`config.mk`:
```
export PLATFORM = sky130hd
export DESIGN_NAME = n101_icb1to2_bus
export DESIGN_NICKNAME = d
export VERILOG_FILES = /design/src/rtl/n101_icb1to2_bus.sv
export SDC_FILE = /design/constraint.sdc
export NUM_CORES = 1
export LEC_CHECK = 0
export ABC_AREA = 1
export CELL_PAD_IN_SITES_DETAIL_PLACEMENT = 1
export CELL_PAD_IN_SITES_GLOBAL_PLACEMENT = 1
export CORE_AREA = 3 3 124 126
export DETAILED_ROUTE_END_ITERATION = 8
export DIE_AREA = 0 0 127 129
export DONT_BUFFER_PORTS = 1
export GPL_ROUTABILITY_DRIVEN = 1
export PLACE_DENSITY = 0.43
export SLEW_MARGIN = 15
export SYNTH_ARGS = -nofsm -noshare
export SYNTH_HDL_FRONTEND = slang
export SYNTH_SLANG_ARGS = --single-unit
```
`constraint.sdc`:
```
create_clock -name clk -period 1.6 [get_ports clk]
set_input_delay 0.32 -clock clk [delete_from_list [all_inputs] [get_ports clk]]
set_output_delay 0.32 -clock clk [all_outputs]
set_load 0.05 [all_outputs]
```
`src/rtl/n101_icb1to2_bus.sv`:
```
// 1:2 ICB fan-out: routes upstream commands to o0/o1 by address region and
// returns responses in command order by only ever having one target in flight.
module n101_icb1to2_bus #(
    parameter int              AW            = 32,
    parameter int              DW            = 32,
    parameter logic [AW-1:0]   O1_BASE_ADDR  = 32'h1000_0000,
    parameter int              O1_REGION_LSB = 28,
    parameter int              OUTS_NUM      = 2,
    parameter int              OUTS_CNT_W    = 2
) (
    input  logic              clk,
    input  logic              rst,

    input  logic              i_icb_cmd_valid,
    output logic              i_icb_cmd_ready,
    input  logic [AW-1:0]     i_icb_cmd_addr,
    input  logic              i_icb_cmd_read,
    input  logic [DW-1:0]     i_icb_cmd_wdata,
    input  logic [DW/8-1:0]   i_icb_cmd_wmask,
    input  logic [1:0]        i_icb_cmd_size,
    output logic              i_icb_rsp_valid,
    input  logic              i_icb_rsp_ready,
    output logic              i_icb_rsp_err,
    output logic [DW-1:0]     i_icb_rsp_rdata,

    output logic              o0_icb_cmd_valid,
    input  logic              o0_icb_cmd_ready,
    output logic [AW-1:0]     o0_icb_cmd_addr,
    output logic              o0_icb_cmd_read,
    output logic [DW-1:0]     o0_icb_cmd_wdata,
    output logic [DW/8-1:0]   o0_icb_cmd_wmask,
    output logic [1:0]        o0_icb_cmd_size,
    input  logic              o0_icb_rsp_valid,
    output logic              o0_icb_rsp_ready,
    input  logic              o0_icb_rsp_err,
    input  logic [DW-1:0]     o0_icb_rsp_rdata,

    output logic              o1_icb_cmd_valid,
    input  logic              o1_icb_cmd_ready,
    output logic [AW-1:0]     o1_icb_cmd_addr,
    output logic              o1_icb_cmd_read,
    output logic [DW-1:0]     o1_icb_cmd_wdata,
    output logic [DW/8-1:0]   o1_icb_cmd_wmask,
    output logic [1:0]        o1_icb_cmd_size,
    input  logic              o1_icb_rsp_valid,
    output logic              o1_icb_rsp_ready,
    input  logic              o1_icb_rsp_err,
    input  logic [DW-1:0]     o1_icb_rsp_rdata
);

    localparam logic [OUTS_CNT_W-1:0] OUTS_MAX = OUTS_CNT_W'(OUTS_NUM);
    localparam logic [OUTS_CNT_W-1:0] CNT_ONE  = OUTS_CNT_W'(1);

    logic [OUTS_CNT_W-1:0] outs_cnt_q, outs_cnt_d;
    logic                  cur_sel_q, cur_sel_d;
    logic                  sel, cnt_nz, cmd_blk, cmd_hsk, rsp_hsk;

    assign sel    = (i_icb_cmd_addr[AW-1:O1_REGION_LSB] == O1_BASE_ADDR[AW-1:O1_REGION_LSB]);
    assign cnt_nz = (outs_cnt_q != '0);
    // A target switch waits for a full drain so responses cannot reorder.
    assign cmd_blk = (outs_cnt_q == OUTS_MAX) | (cnt_nz & (sel != cur_sel_q));

    assign i_icb_cmd_ready  = ~rst & ~cmd_blk & (sel ? o1_icb_cmd_ready : o0_icb_cmd_ready);
    assign o0_icb_cmd_valid = ~rst & i_icb_cmd_valid & ~cmd_blk & ~sel;
    assign o1_icb_cmd_valid = ~rst & i_icb_cmd_valid & ~cmd_blk &  sel;

    assign o0_icb_cmd_addr  = i_icb_cmd_addr;
    assign o0_icb_cmd_read  = i_icb_cmd_read;
    assign o0_icb_cmd_wdata = i_icb_cmd_wdata;
    assign o0_icb_cmd_wmask = i_icb_cmd_wmask;
    assign o0_icb_cmd_size  = i_icb_cmd_size;
    assign o1_icb_cmd_addr  = i_icb_cmd_addr;
    assign o1_icb_cmd_read  = i_icb_cmd_read;
    assign o1_icb_cmd_wdata = i_icb_cmd_wdata;
    assign o1_icb_cmd_wmask = i_icb_cmd_wmask;
    assign o1_icb_cmd_size  = i_icb_cmd_size;

    // Responses are only taken from the port that owns the in-flight commands.
    assign i_icb_rsp_valid  = ~rst & cnt_nz & (cur_sel_q ? o1_icb_rsp_valid : o0_icb_rsp_valid);
    assign i_icb_rsp_err    = cur_sel_q ? o1_icb_rsp_err   : o0_icb_rsp_err;
    assign i_icb_rsp_rdata  = cur_sel_q ? o1_icb_rsp_rdata : o0_icb_rsp_rdata;
    assign o0_icb_rsp_ready = ~rst & cnt_nz & ~cur_sel_q & i_icb_rsp_ready;
    assign o1_icb_rsp_ready = ~rst & cnt_nz &  cur_sel_q & i_icb_rsp_ready;

    assign cmd_hsk = i_icb_cmd_valid & i_icb_cmd_ready;
    assign rsp_hsk = i_icb_rsp_valid & i_icb_rsp_ready;

    always_comb begin
        outs_cnt_d = outs_cnt_q;
        cur_sel_d  = cur_sel_q;
        if (cmd_hsk & ~rsp_hsk) begin
            outs_cnt_d = outs_cnt_q + CNT_ONE;
        end else if (rsp_hsk & ~cmd_hsk) begin
            outs_cnt_d = outs_cnt_q - CNT_ONE;
        end
        if (cmd_hsk) begin
            cur_sel_d = sel;
        end
    end

    always_ff @(posedge clk) begin
        if (rst) begin
            outs_cnt_q <= '0;
            cur_sel_q  <= 1'b0;
        end else begin
            outs_cnt_q <= outs_cnt_d;
            cur_sel_q  <= cur_sel_d;
        end
    end

endmodule
```
# [Yosys cells after proc, flatten, opt, wreduce, memory -nomap -nowiden]
# Cells that the tools add are included.
[classes] eq_ne=3 addsub=2 bitwise=24 n_mux=6 n_reduce_logical=2
[op_table] operator="2-to-1 mux 32 bit" count=1
[op_table] operator="bitwise AND 1 bit" count=17
[op_table] operator="NOT 1 bit" count=6
[op_table] operator="equality test 4 x 1 -> 1 bit, second input constant" count=1
[op_table] operator="2-to-1 mux 2 bit" count=2
[op_table] operator="nonzero test 2 bit" count=2
[op_table] operator="2-to-1 mux 1 bit" count=3
[op_table] operator="adder 2 x 1 -> 2 bit, second input constant" count=1
[op_table] operator="equality test 2 bit, second input constant" count=1
[op_table] operator="subtractor 2 x 1 -> 2 bit, second input constant" count=1
[op_table] operator="!= test 1 bit" count=1
[op_table] operator="OR 1 bit" count=1
[word_totals] inputBits=145 ff_bits=3

# [Logic depth before layout (Yosys ltp)]
[depth] word_depth=12 ltp_mapped=12 mapped_depth_nobuf=12

# [Worst setup path before layout]
# Ideal clock, no wire load.
[synth_path] path_type="reg-to-output" startpoint="register outs_cnt_q[0]" endpoint="output port o0_icb_rsp_ready" required_time_ns=1.280 setup_slack_ns=-0.429 path_stages_with_launch=5 arrival_time_ns=1.709 path_cell_list="dfxtp_1 -> inv_1 -> a21oi_2 -> inv_2 -> nor3_1"
[synth_between] elab_chain_cells=4
[synth_lines] item="start: declaration" line="54" text="logic [OUTS_CNT_W-1:0] outs_cnt_q, outs_cnt_d;"
[synth_lines] item="start signal: assignment" line="106" text="outs_cnt_q <= outs_cnt_d;"
[synth_lines] item="nonzero test 2 bit" line="59" text="assign cnt_nz = (outs_cnt_q != '0);"
[synth_lines] item="bitwise AND 1 bit (3 in a row)" line="82" text="assign o0_icb_rsp_ready = ~rst & cnt_nz & ~cur_sel_q & i_icb_rsp_ready;"
[synth_lines] item="end: declaration" line="34" text="output logic o0_icb_rsp_ready,"
# Every way passes these cells.

# [Worst setup path in the final report]
[layout_path] startpoint="register cur_sel_q" endpoint="output port i_icb_cmd_ready"
[layout_between] elab_chain_cells=6
[layout_lines] item="start: declaration" line="55" text="logic cur_sel_q, cur_sel_d;"
[layout_lines] item="start signal: assignment" line="107" text="cur_sel_q <= cur_sel_d;"
[layout_lines] item="!= test 1 bit" line="61" text="assign cmd_blk = (outs_cnt_q == OUTS_MAX) | (cnt_nz & (sel != cur_sel_q));"
[layout_lines] item="bitwise AND 1 bit" line="61"
[layout_lines] item="OR 1 bit" line="61"
[layout_lines] item="NOT 1 bit" line="63" text="assign i_icb_cmd_ready = ~rst & ~cmd_blk & (sel ? o1_icb_cmd_ready : o0_icb_cmd_ready);"
[layout_lines] item="bitwise AND 1 bit (2 in a row)" line="63"
[layout_lines] item="end: declaration" line="15" text="output logic i_icb_cmd_ready,"
# Every way passes these cells.

==> flow_summary_export.csv <==
group,metric,value,unit
clock_network,cts_root_buffer,"clkbuf_16",
worst_setup_path,critPathLaunchType,"register",
logic_synthesis,synthesis.area,0.00178,sq mm
logic_synthesis,synth_top_area_cell,"buf_4",
clock_network,clockBufferDepth,2,
global_route,antenna_found_initial,0,
logic_synthesis,synthArstFlopShare,0,%
clock_network,insertion_delay,220,ps
pwr,power_density,536,mW/mm^2
flow_run,max-cap-violations,0,
sta,rsz0062_at_grt,"yes",
drt,dr.pass1.iters,3,
floorplanning,die_w,127,um
worst_setup_path,rrSetupSlack,40,ps
worst_hold_path,hold_class,"in2reg",
worst_setup_path,timing.critical_path.to,"i_icb_cmd_ready",
worst_hold_path,hold_depth,1,
layout,nets,345,
drt,ant_nets,0,
logic_synthesis,syn-instance-count,296,
floorplanning,die_h,129,um
sta,max_freq,632,MHz
pwr,irDropWorstVdd,265,uV
layout,antenna_cells,0,
logic_synthesis,synth_common_cells,"buf_4, nand2_1, inv_1",
sta,finalSetupViolations,0,
drt,drt_iter0_drc,15,
global_route,gr-total-overflow,0,
clock_network,clock-sinks,3,
clock_network,hold_buffers,0,
floorplanning,die-area,0.0164,sq mm
logic_synthesis,ys_seq_area_share,3.38,%
worst_setup_path,end_kind,"output pin",
logic_synthesis,yosys.area.top_type_share,60.4,%
logic_synthesis,avgSynthCellArea,6.00,sq um
drt,drc_errors,0,
clock_network,cts_buffers,3,
layout,drive_above_1_share,41.4,%
worst_setup_path,rr_worst_depth,10,
pwr,power,1040,uW
layout,n_fill_cell,1711,
drt,drt_wl_total,4830,um
drt,via_count,1242,
sta,min_period_over_period,98.9,%
sta,finalHoldViolations,0,
placed_design,dpl.cell_count,375,
global_route,grt_pass1_vias,1231,
clock_network,cts_max_level,1,
worst_setup_path,crit_start,"cur_sel_q$_SDFFE_PP0P_",
worst_setup_path,critical_path_class,"reg2out",
placed_design,dp_worst_setup_slack,-74.9,ps
layout,syn_to_final_growth,9.30,%
floorplanning,num_rows,44,
sta,skew,1.58,ps
logic_synthesis,synth_area_leaders,"buf_4, nand2_1, dfxtp_1",
logic_synthesis,synth_flop_cell,"dfxtp_1",
worst_setup_path,r2r_start,"outs_cnt_q[1]$_SDFFE_PP0P_",
placed_design,gp_congestion,0.609,
worst_setup_path,regToRegEndpoint,"outs_cnt_q[1]$_SDFFE_PP0P_",
global_route,grt_pass1_wl,6490,um
sta,final.min_clock_period,1580,ps
clock_network,cts_tree,"yes",
logic_synthesis,yosysMostFrequentCell,"buf_4",
worst_setup_path,cp_max_fo,5,
logic_synthesis,synth_cell_type_count,23,
worst_setup_path,arrival,1260,ps
sta,setup_ws,17.8,ps
sta,setup_tns,0,ps
worst_setup_path,worst_ep_required_time,1280,ps
drt,vias_per_cell,3.25,
logic_synthesis,ys_warn_count,0,
pwr,leakage,0.000887,uW
sta,slew_headroom,82.5,%
layout,fin_cells,382,
logic_synthesis,synth_fp_nets,442,
logic_synthesis,synth_edf_count,0,
drt,wl_per_cell,12.7,um
placed_design,portBuffers,0,
logic_synthesis,yosys_register_bits,3,
global_route,grt_usage,4.96,%
clock_network,clkTransAtPathRegs,30,ps
sta,final_max_slew_viol_count,0,
placed_design,dpl.hpwl,4130,um
status,status,"complete, no violations",
global_route,grt_start_max_net_pins,27,
floorplanning,core,0.0144,sq mm
worst_hold_path,min-delay-start,"rst",
floorplanning,boundaryPins,326,
sta,worstMarginPinSlew,262,ps
floorplanning,start_util,12.3,%
## critical path, cell delays in order (launching register included)
cell and delay, ps:
dfxtp_4 400, inv_6 60, nand2_4 50, nand3_2 60, and2_4 170, and3_4 150
buf_12 140
## cells by family (layout without fill, tap and decap cells)
group	after synthesis	after routing	synth area share [%]
buffers and inverters	161	63	64.4
and+or+nand+nor	122	122	28.3
AOI/OAI and AO/OA	9	9	3.17
DFF	3	3	3.38
adders and majority gates	1	1	0.704
## repair_timing
action	4_1_cts	5_1_grt
resized for setup	9	23
pin swaps	2	8
setup endpoints to repair	31	32
setup buffers	1	2
## power breakdown
group	internal [uW]	switching (uW)	total [uW]	leakage, uW
registers	78.8	5.64	84.4	0.0000264
clock network	329	68.5	397	0.0000382
logic	248	311	559	0.000822
total	655	385	1040	0.000887
## sequential cells by signal, summed over array words and instances (netlist names)
register	cells
outs_cnt_q	2
cur_sel_q	1
## how the worst min path moves through the flow
| stage | to |
|---|---|
| finish | cur_sel_q$_SDFFE_PP0P_ |
| global route | cur_sel_q$_SDFFE_PP0P_ |
| global placement | cur_sel_q$_SDFFE_PP0P_ |
| detailed placement | cur_sel_q$_SDFFE_PP0P_ |
| CTS | cur_sel_q$_SDFFE_PP0P_ |
| floorplan | cur_sel_q$_SDFFE_PP0P_ |
## through the flow
step,utilization [%],hold WS (ps),area [sq um]
floorplan,-,382,1810
detailed placement,11.9,382,1710
global route,13.5,151,1940
finish,13.5,151,1940
CTS,12.7,151,1840
global placement,11.9,378,1710
## routing by layer
layer	GRT usage, %	wire length, um	share of wire [%]
met1	4.64	1410	29
met2	7.88	2230	46
met5	0	0	0
met4	5.36	442	9.1
met3	2.03	750	16
## layout make-up
class | instances | area, sq um | share of cell area (%)
well taps | 184 | 230 | 11.9
flip-flops and latches | 3 | 68.8 | 3.54
multi-input cells | 132 | 679 | 35.0
clock buffers | 4 | 78.8 | 4.06
inverters | 12 | 55.1 | 2.84
repair buffers | 47 | 830 | 42.7
## placed cells by master, fill, tap and decap left out, drive strengths merged
master,synthesis,final
clkinv,1,1
dfxtp,3,3
o2111ai,1,1
clkbuf,3,4
a21oi,5,5
buf,146,47
nand3,6,6
nand2,108,108
and3,1,1
nor2,3,3
and2,1,1
o21ai,3,3
ha,1,1
nor3,2,2
nand4,1,1
inv,11,11
Note: power is estimated with default switching activity, not from simulation.
